File: src/rtl/hazard_scoreboard.sv
// RAW hazard scoreboard for the non-forwarding 5-stage pipeline: one countdown per
// architectural register, decoded sources are checked against it before issue.
module hazard_scoreboard #(
   parameter int unsigned PIPE_DIST = 3
) (
   input  logic        clk_i,
   input  logic        rst_ni,
   input  logic        id_valid_i,
   input  logic [4:0]  id_rs1_addr_i,
   input  logic [4:0]  id_rs2_addr_i,
   input  logic        id_uses_rs1_i,
   input  logic        id_uses_rs2_i,
   input  logic [4:0]  id_rd_addr_i,
   input  logic        id_rd_wren_i,
   input  logic        flush_i,
   input  logic        ext_stall_i,
   output logic        stall_o,
   output logic        issue_o,
   output logic [31:0] pending_o
);

   localparam logic [1:0] CntLoad = 2'(PIPE_DIST - 1);

   logic [1:0] cnt_q [31:1];
   logic [1:0] cnt_d [31:1];
   logic [1:0] cnt_view [32];
   logic       haz1, haz2;

   // x0 is never tracked, so its view entry is tied to zero.
   always_comb begin
      cnt_view[0] = '0;
      for (int r = 1; r < 32; r++) begin
         cnt_view[r] = cnt_q[r];
      end
   end

   assign haz1 = id_uses_rs1_i & (id_rs1_addr_i != 5'd0) & (cnt_view[id_rs1_addr_i] != 2'd0);
   assign haz2 = id_uses_rs2_i & (id_rs2_addr_i != 5'd0) & (cnt_view[id_rs2_addr_i] != 2'd0);

   // Handshake: stall_o and issue_o are same-cycle decisions on the ID instruction;
   // issue_o=1 means it leaves ID at this rising edge, stall_o=1 means it stays put.
   assign stall_o = id_valid_i & ~flush_i & (haz1 | haz2);
   assign issue_o = id_valid_i & ~flush_i & ~ext_stall_i & ~stall_o;

   always_comb begin
      for (int r = 1; r < 32; r++) begin
         cnt_d[r] = cnt_q[r];
         if (!ext_stall_i) begin
            if (issue_o && id_rd_wren_i && (id_rd_addr_i == 5'(r))) begin
               cnt_d[r] = CntLoad;
            end else if (cnt_q[r] != 2'd0) begin
               cnt_d[r] = cnt_q[r] - 2'd1;
            end
         end
      end
   end

   always_ff @(posedge clk_i or negedge rst_ni) begin
      if (!rst_ni) begin
         for (int r = 1; r < 32; r++) begin
            cnt_q[r] <= '0;
         end
      end else begin
         for (int r = 1; r < 32; r++) begin
            cnt_q[r] <= cnt_d[r];
         end
      end
   end

   always_comb begin
      pending_o = '0;
      for (int r = 1; r < 32; r++) begin
         pending_o[r] = (cnt_q[r] != 2'd0);
      end
   end

endmodule

File: config.mk
export PLATFORM = sky130hd
export DESIGN_NAME = hazard_scoreboard
export DESIGN_NICKNAME = d
export VERILOG_FILES = /design/src/rtl/hazard_scoreboard.sv
export SDC_FILE = /design/constraint.sdc
export NUM_CORES = 1
export LEC_CHECK = 0
export ABC_CLOCK_PERIOD_IN_PS = 5200
export CORE_MARGIN = 5
export CORE_UTILIZATION = 55
export CTS_CLUSTER_SIZE = 30
export DETAILED_ROUTE_END_ITERATION = 6
export PLACE_DENSITY = 0.9
export REMOVE_ABC_BUFFERS = 1
export SLEW_MARGIN = 20
export SYNTH_ARGS = -nofsm -noshare
export SYNTH_HDL_FRONTEND = slang
export SYNTH_SLANG_ARGS = --single-unit
File: constraint.sdc
create_clock -name clk_i -period 5.2 [get_ports clk_i]
set_input_delay 1.3 -clock clk_i [delete_from_list [all_inputs] [get_ports clk_i]]
set_output_delay 1.3 -clock clk_i [all_outputs]
set_load 0.005 [all_outputs]
==> results by group, run 1 <==
Layout
  • Area delta synth->final: 18.30%
  • Biggest regs: cnt_q: 62 flops
  • Reg with most FFs: cnt_q
  • Layout cells sized above 1: 11.27%
  • Diode count: 0
  • Largest register FFs: 62
  • # nets final: 661
  • FILL cells: 655

CTS
  • Clock Latency Late Sink: 0.34 ns
  • CTS Buffer Depth: 2
  • CTS tree: yes
  • Reg clk slew, reported paths: 0.07 ns
  • H-Tree Level Count: 3
  • Post-CTS Hold Fix Bufs: 0
  • PostCTS Resize Cnt: 0
  • Cts bufs inserted: 9
  • Total setup buffers inserted after CTS: 0
  • Clk sink count: 62
  • Clock Tree Root: clkbuf_8

Timing
  • Finish-stage setup viols: 0
  • Max-slew violations: 0
  • Final worst slack: 0.08282 ns
  • Period utilization: 98.41%
  • Unrepaired setup endpoints after global routing: false
  • Post-layout min period: 5.117 ns
  • Max Clk Rate: 195.4 MHz
  • Setup_tns: 0 ns
  • Worst slew margin: 46.78%
  • Setup Skew: 0.01109 ns
  • Worst Tran Pin Value: 0.7983 ns
  • Final Hold Fails: 0

Place
  • Placer congestion estimate: 0.9096
  • I/O Buffers: 55
  • Detail Placement HPWL: 8462 um
  • Pre-CTS setup slack: 0.1355 ns

Setup path
  • Reg2Reg Depth: 7
  • CP Class: primary input to output pin
  • R2r setup slk: 2.72 ns
  • Crit path DAT: 3.82 ns
  • Reg2reg end: cnt_q[10]
  • Worst setup SP type: primary input
  • Setup crit end kind: output pin
  • R2R Path Start: cnt_q[55]
  • WP data required: 3.90 ns
  • Worst-path fanout max: 18

Global route
  • Initial antenna violation count: 0
  • First-pass GRT wire length: 19480 um
  • Total grt overflow: 0
  • Largest net degree at the start of global routing: 63
  • Total track usage: 24.00%
  • Number of global-route vias before repair: 4287

Min path
  • WHS Endpoint: cnt_q[6]
  • Hold/Removal Path Class: register to register
  • Hold path depth: 2
  • Hold path start: cnt_q[6]

Power
  • Total power: 3.058 mW
  • Static Leak: 2.408 nW
  • Max VDD drop: 0.0003145 V
  • Cell Pwr Density: 568.6 nW/um^2

Die
  • Initial core utilization: 55.88%
  • IO Count: 57
  • Die span in y: 100.9 um
  • Die extent in x: 100.9 um
  • Core Box Area: 8134 um^2
  • Number of core rows: 33
  • DIE AREA: 10180 um^2

Yosys
  • Yosys warning count: 0
  • Synth area leader: dfrtp_1
  • Sequential-to-total area share from yosys stat: 34.13%
  • Synth Register Bits: 62
  • Syn Std Cell Area: 4546 um^2
  • Mapped Cells: 557
  • Area share of the largest cell type after synthesis: 34.13%
  • Syn Area/Cell: 8.161 um^2
  • Synth top area cells: dfrtp_1 (34%), nor2_1 (9.0%), ha_1 (8.5%)
  • Unique cell type count in the Yosys netlist: 46

Detailed routing
  • Routed WL: 11670 um
  • Via count: 4209
  • DR DRC count: 0
  • Vias per std cell: 5.870
  • Detail Route Antenna Nets: 0
  • 1st-iter DRT viols: 395
  • Drt wl/cell: 16.28 um
  • DRT Pass-1 Iters: 6

Outcome
  • Run status: finished clean

Run
  • Max cap viols: 0
==> Yosys cell counts (all sizes together) <==
library cell    n
clkbuf          9
a31o           29
o211ai          1
a311oi          1
nor3b           2
buf            17
a32oi           1
o31ai           2
nand2          13
nor2          109
inv            97
nand3b          5
mux4            7
o21ai           9
xnor2          31
nand3           3
o21a            1
ha             31
and3            1
a21oi          34
nor2b           3
or2             3
a31oi          36
nor3           15
a2bb2oi         2
or4             3
a2111oi         1
o211a           1
a211oi          2
o22ai           2
o31a            2
o32ai           1
a2111o          1
mux2i           2
dfrtp          62
or3             2
mux2            1
o221ai          2
nand2b          6
conb            1
o311a           2
nor4            4
==> kinds of logic after synthesis <==
logic type	count (synthesis)	share of synthesized area (%)
other	1	0.08250
multiplexers	10	4.156
AND/OR/NAND/NOR	169	16.32
buffers and inverters	123	11.40
XOR/XNOR	31	5.973
AO/OA/AOI/OAI	130	19.41
adder cells (fa/ha/maj)	31	8.533
flip-flops	62	34.13
==> cells in the final DEF, fill, tap and decap left out, drive strengths merged, types with 6 or more instances in the layout <==
cell type,netlist,layout
a31o,29,29
nor3,15,15
mux4,7,7
ha,31,31
dfrtp,62,62
o21ai,9,9
buf,17,11
a21oi,34,34
nand2,13,13
xnor2,31,31
nor2,109,109
a31oi,36,36
inv,97,97
clkdlybuf4s50,0,54
clkbuf,9,13
nand2b,6,6
==> layer usage <==
metal | share of wire (%) | GRT usage (%) | vias up
li1 | - | - | 1997
met1 | 40 | 29.24 | 2019
met5 | 0 | 0 | -
met3 | 7.6 | 4.844 | 29
met4 | 2.7 | 10.33 | 0
met2 | 50 | 41.11 | 164
==> critical path, cell delays in order <==
cell,delay (ns)
clkdlybuf4s50_1,0.51
buf_12,0.16
mux4_2,0.50
a2111o_1,0.46
o211a_2,0.16
a21oi_1,0.18
clkdlybuf4s50_1,0.55
==> power by group <==
part	switching [mW]	internal, mW	total (mW)
Combinational	0.788	0.868	1.66
Sequential	0.223	0.738	0.962
Clock	0.192	0.247	0.440
==> through the flow <==
step,util (%),instances,area [um^2],hold WS [ns]
2_1_floorplan,-,531,4392,0.5074
4_1_cts,66.02,717,5370,0.5580
3_5_place_dp,63.54,701,5169,0.5369
5_1_grt,66.11,717,5378,0.5999
6_report,66.11,717,5378,0.5764
3_3_place_gp,63.54,701,5169,0.5240
==> worst max-delay path by stage <==
| stage | slack, ns | endpoint | cells after the start | startpoint |
|---|---|---|---|---|
| after floorplan | 0.97 | stall_o | 5 | id_rs1_addr_i[1] |
| after global placement | 0.13 | issue_o | 9 | id_rs2_addr_i[1] |
| after detailed placement | 0.14 | stall_o | 7 | id_rs2_addr_i[1] |
| after CTS | 0.1 | issue_o | 9 | id_rs1_addr_i[0] |
| after global routing | 0.02 | stall_o | 7 | id_rs2_addr_i[1] |
| final | 0.08 | stall_o | 7 | id_rs2_addr_i[1] |
==> final cells by class <==
class / count / area (um^2) / area share (%)
multi-input combinational: 372 / 2484 / 46.18
tap: 105 / 131.4 / 2.443
inverter: 97 / 364.1 / 6.771
timing repair buffer: 65 / 645.6 / 12.01
clock inverter: 3 / 42.54 / 0.7911
clock buffer: 13 / 158.9 / 2.955
sequential: 62 / 1551 / 28.85
Note: power is estimated with default switching activity, not from simulation.
==> run 2, diff against run 1 <==
PLACE_DENSITY = unset   (was 0.9)
PLACE_DENSITY_LB_ADDON = 0.08   (was unset)
==> run 2 against run 1 <==
Combinational power decreased by 2%. Via count decreased by 2.2%. Register-to-register slack about the same. First-iteration DRC count decreased by 38%. Worst setup slack improved by 0.0043 ns. Clock power decreased by 7.0%. Flip-flop and latch count unchanged. Sequential share of layout area about the same. Final cell count increased by 0.28%. Cell area about the same. Critical path type unchanged.
==> results by group, run 2 (same netlist as run 1, synthesis figures left out) <==
Outcome
  • Run status: finished clean

Layout
  • Layout cells sized above 1: 11.40% (+0.13 points)
  • Commonest non-fill, non-tap cell in the layout: nor2_1
  • Reg with most FFs: cnt_q
  • # nets final: 663 (+0.30%)
  • Final Util: 66.07% (about the same)
  • Most frequent cells in the layout: nor2_1 (109), inv_1 (96), dfrtp_1 (62)
  • Post-Layout Inst Area: 5374 um^2 (about the same)
  • Biggest regs: cnt_q: 62 flops
  • Area delta synth->final: 18.22% (about the same)
  • Non-Filler Instances: 719 (+0.28%)
  • Diode count: 0 (unchanged)
  • Largest register FFs: 62 (unchanged)

CTS
  • Total setup buffers inserted after CTS: 0 (unchanged)
  • Reg clk slew, reported paths: 0.06 ns (about the same)
  • Clk sink count: 62 (unchanged)
  • Clock Tree Root: clkbuf_8
  • CTS tree: yes
  • CTS Buffer Depth: 2 (unchanged)
  • Clock Latency Late Sink: 0.35 ns (about the same)
  • H-Tree Level Count: 3 (unchanged)
  • Cts bufs inserted: 9 (unchanged)

Power
  • Static Leak: 2.408 nW (about the same)
  • Cell Pwr Density: 556.2 nW/um^2 (-2.2%)
  • Max VDD drop: 0.0003041 V (-3.3%)
  • Total power: 2.989 mW (-2.2%)

Timing
  • Setup Skew: 0.01202 ns (+0.0009223 ns)
  • Worst slew margin: 47.18% (+0.40 points)
  • Unrepaired setup endpoints after global routing: false
  • Final worst slack: 0.08715 ns (+0.004337 ns)
  • Worst Tran Pin Value: 0.7923 ns (-0.005942 ns)
  • Final Hold Fails: 0 (unchanged)
  • Max Clk Rate: 195.6 MHz (about the same)
  • Post-layout min period: 5.113 ns (-0.004336 ns)
  • Period utilization: 98.32% (about the same)
  • Fin Hold WS: 0.5585 ns (-0.01794 ns)
  • Max-slew violations: 0 (unchanged)
  • Setup_tns: 0 ns (unchanged)
  • Finish-stage setup viols: 0 (unchanged)

Min path
  • Hold/Removal Path Class: register to register

Place
  • DP Area: 5184 um^2 (+0.29%)
  • Placed Cells: 703 (+0.29%)
  • Pre-CTS setup slack: 0.04763 ns (-0.08787 ns)
  • Placer congestion estimate: 0.8963 (-1.5%)
  • I/O Buffers: 55 (unchanged)
  • Detail Placement HPWL: 8352 um (-1.3%)

Die
  • Number of core rows: 33 (unchanged)
  • Core Box Area: 8134 um^2 (unchanged)
  • Die span in y: 100.9 um (unchanged)
  • IO Count: 57 (unchanged)
  • DIE AREA: 10180 um^2 (unchanged)
  • Die extent in x: 100.9 um (unchanged)
  • Initial core utilization: 55.88% (unchanged)

Global route
  • Total track usage: 24.05% (+0.055 points)
  • Number of global-route vias before repair: 4028 (-6.0%)
  • Initial antenna violation count: 0 (unchanged)
  • Total grt overflow: 0 (unchanged)
  • Largest net degree at the start of global routing: 63 (unchanged)
  • First-pass GRT wire length: 19130 um (-1.8%)

Setup path
  • WP data required: 3.90 ns (about the same)
  • Setup crit end kind: output pin
  • Crit path DAT: 3.81 ns (about the same)
  • Crit path largest cell delay: 0.54 ns (about the same)
  • CP most frequent cell: clkdlybuf4s50_1
  • Delay-heaviest family, CP: compound AO/OA/AOI/OAI gates
  • Worst setup SP type: primary input
  • WP buf/inv: 3 (unchanged)
  • CP Class: primary input to output pin
  • CP Cell Sequence: clkdlybuf4s50_1, buf_4, nor3_1, a2111oi_1, a31oi_1, o311a_1, o211a_2, a21oi_1, clkdlybuf4s50_1
  • Worst-path fanout max: 13 (-5)
  • Critical path's slowest cell: clkdlybuf4s50_1

Detailed routing
  • 1st-iter DRT viols: 246 (-38%)
  • Detail Route Antenna Nets: 0 (unchanged)
  • DRT Pass-1 Iters: 5 (-1)
  • DR DRC count: 0 (unchanged)
  • Drt wl/cell: 15.86 um (-2.6%)
  • Via count: 4115 (-2.2%)
  • Routed WL: 11400 um (-2.3%)
  • Vias per std cell: 5.723 (-2.5%)

Run
  • Max cap viols: 0 (unchanged)
==> run 2: changes by cell type in the layout (fill, tap and decap cells not counted) <==
cell	before	now
buf_4	8	10
clkbuf_8	11	9
clkbuf_1	2	3
clkinv_2	1	2
==> run 2: layout make-up <==
class	instances	area [um^2]
Clock inverter	4	47.55
Multi-Input combinational cell	372	2484
Timing Repair Buffer	67	660.6
Sequential cell	62	1551
Tap cell	105	131.4
Inverter	97	364.1
Clock buffer	12	135.1
Fill cell	712	2760
==> run 2: path summary, 6_finish.rpt <==
check	startpoint	endpoint	slack, ns	depth (start not counted)
max	id_rs2_addr_i[0]	stall_o	0.09	9
min	cnt_q[25]	cnt_q[25]	0.56	2
max reg2reg	cnt_q[52]	cnt_q[50]	2.73	7
min reg2reg	cnt_q[25]	cnt_q[25]	0.56	2
max in group asynchronous	rst_ni	cnt_q[24]	3.56	2
min in group asynchronous	rst_ni	cnt_q[53]	1.12	2
==> run 2: per-layer routing <==
layer	track usage, %	share of wire (%)
met5	0	0
met4	9.407	2.6
met3	5.744	6.8
met2	38.28	47
met1	31.68	43
==> run 2: power by group <==
part | switching, mW | total (mW) | internal (mW)
Sequential | 0.226 | 0.964 | 0.738
Clock | 0.189 | 0.409 | 0.220
Combinational | 0.755 | 1.62 | 0.860
Total | 1.17 | 2.99 | 1.82
==> run 2: what timing repair did <==
item	CTS	global route
setup endpoints to repair	0	2
gates resized for setup	0	2
hold buffers	0	0
==> run 2: worst min-delay path: cells and delay by family, from the launching register on <==
kind,cells,cell delay [ns]
compound gates,2,0.17
flops,1,0.36
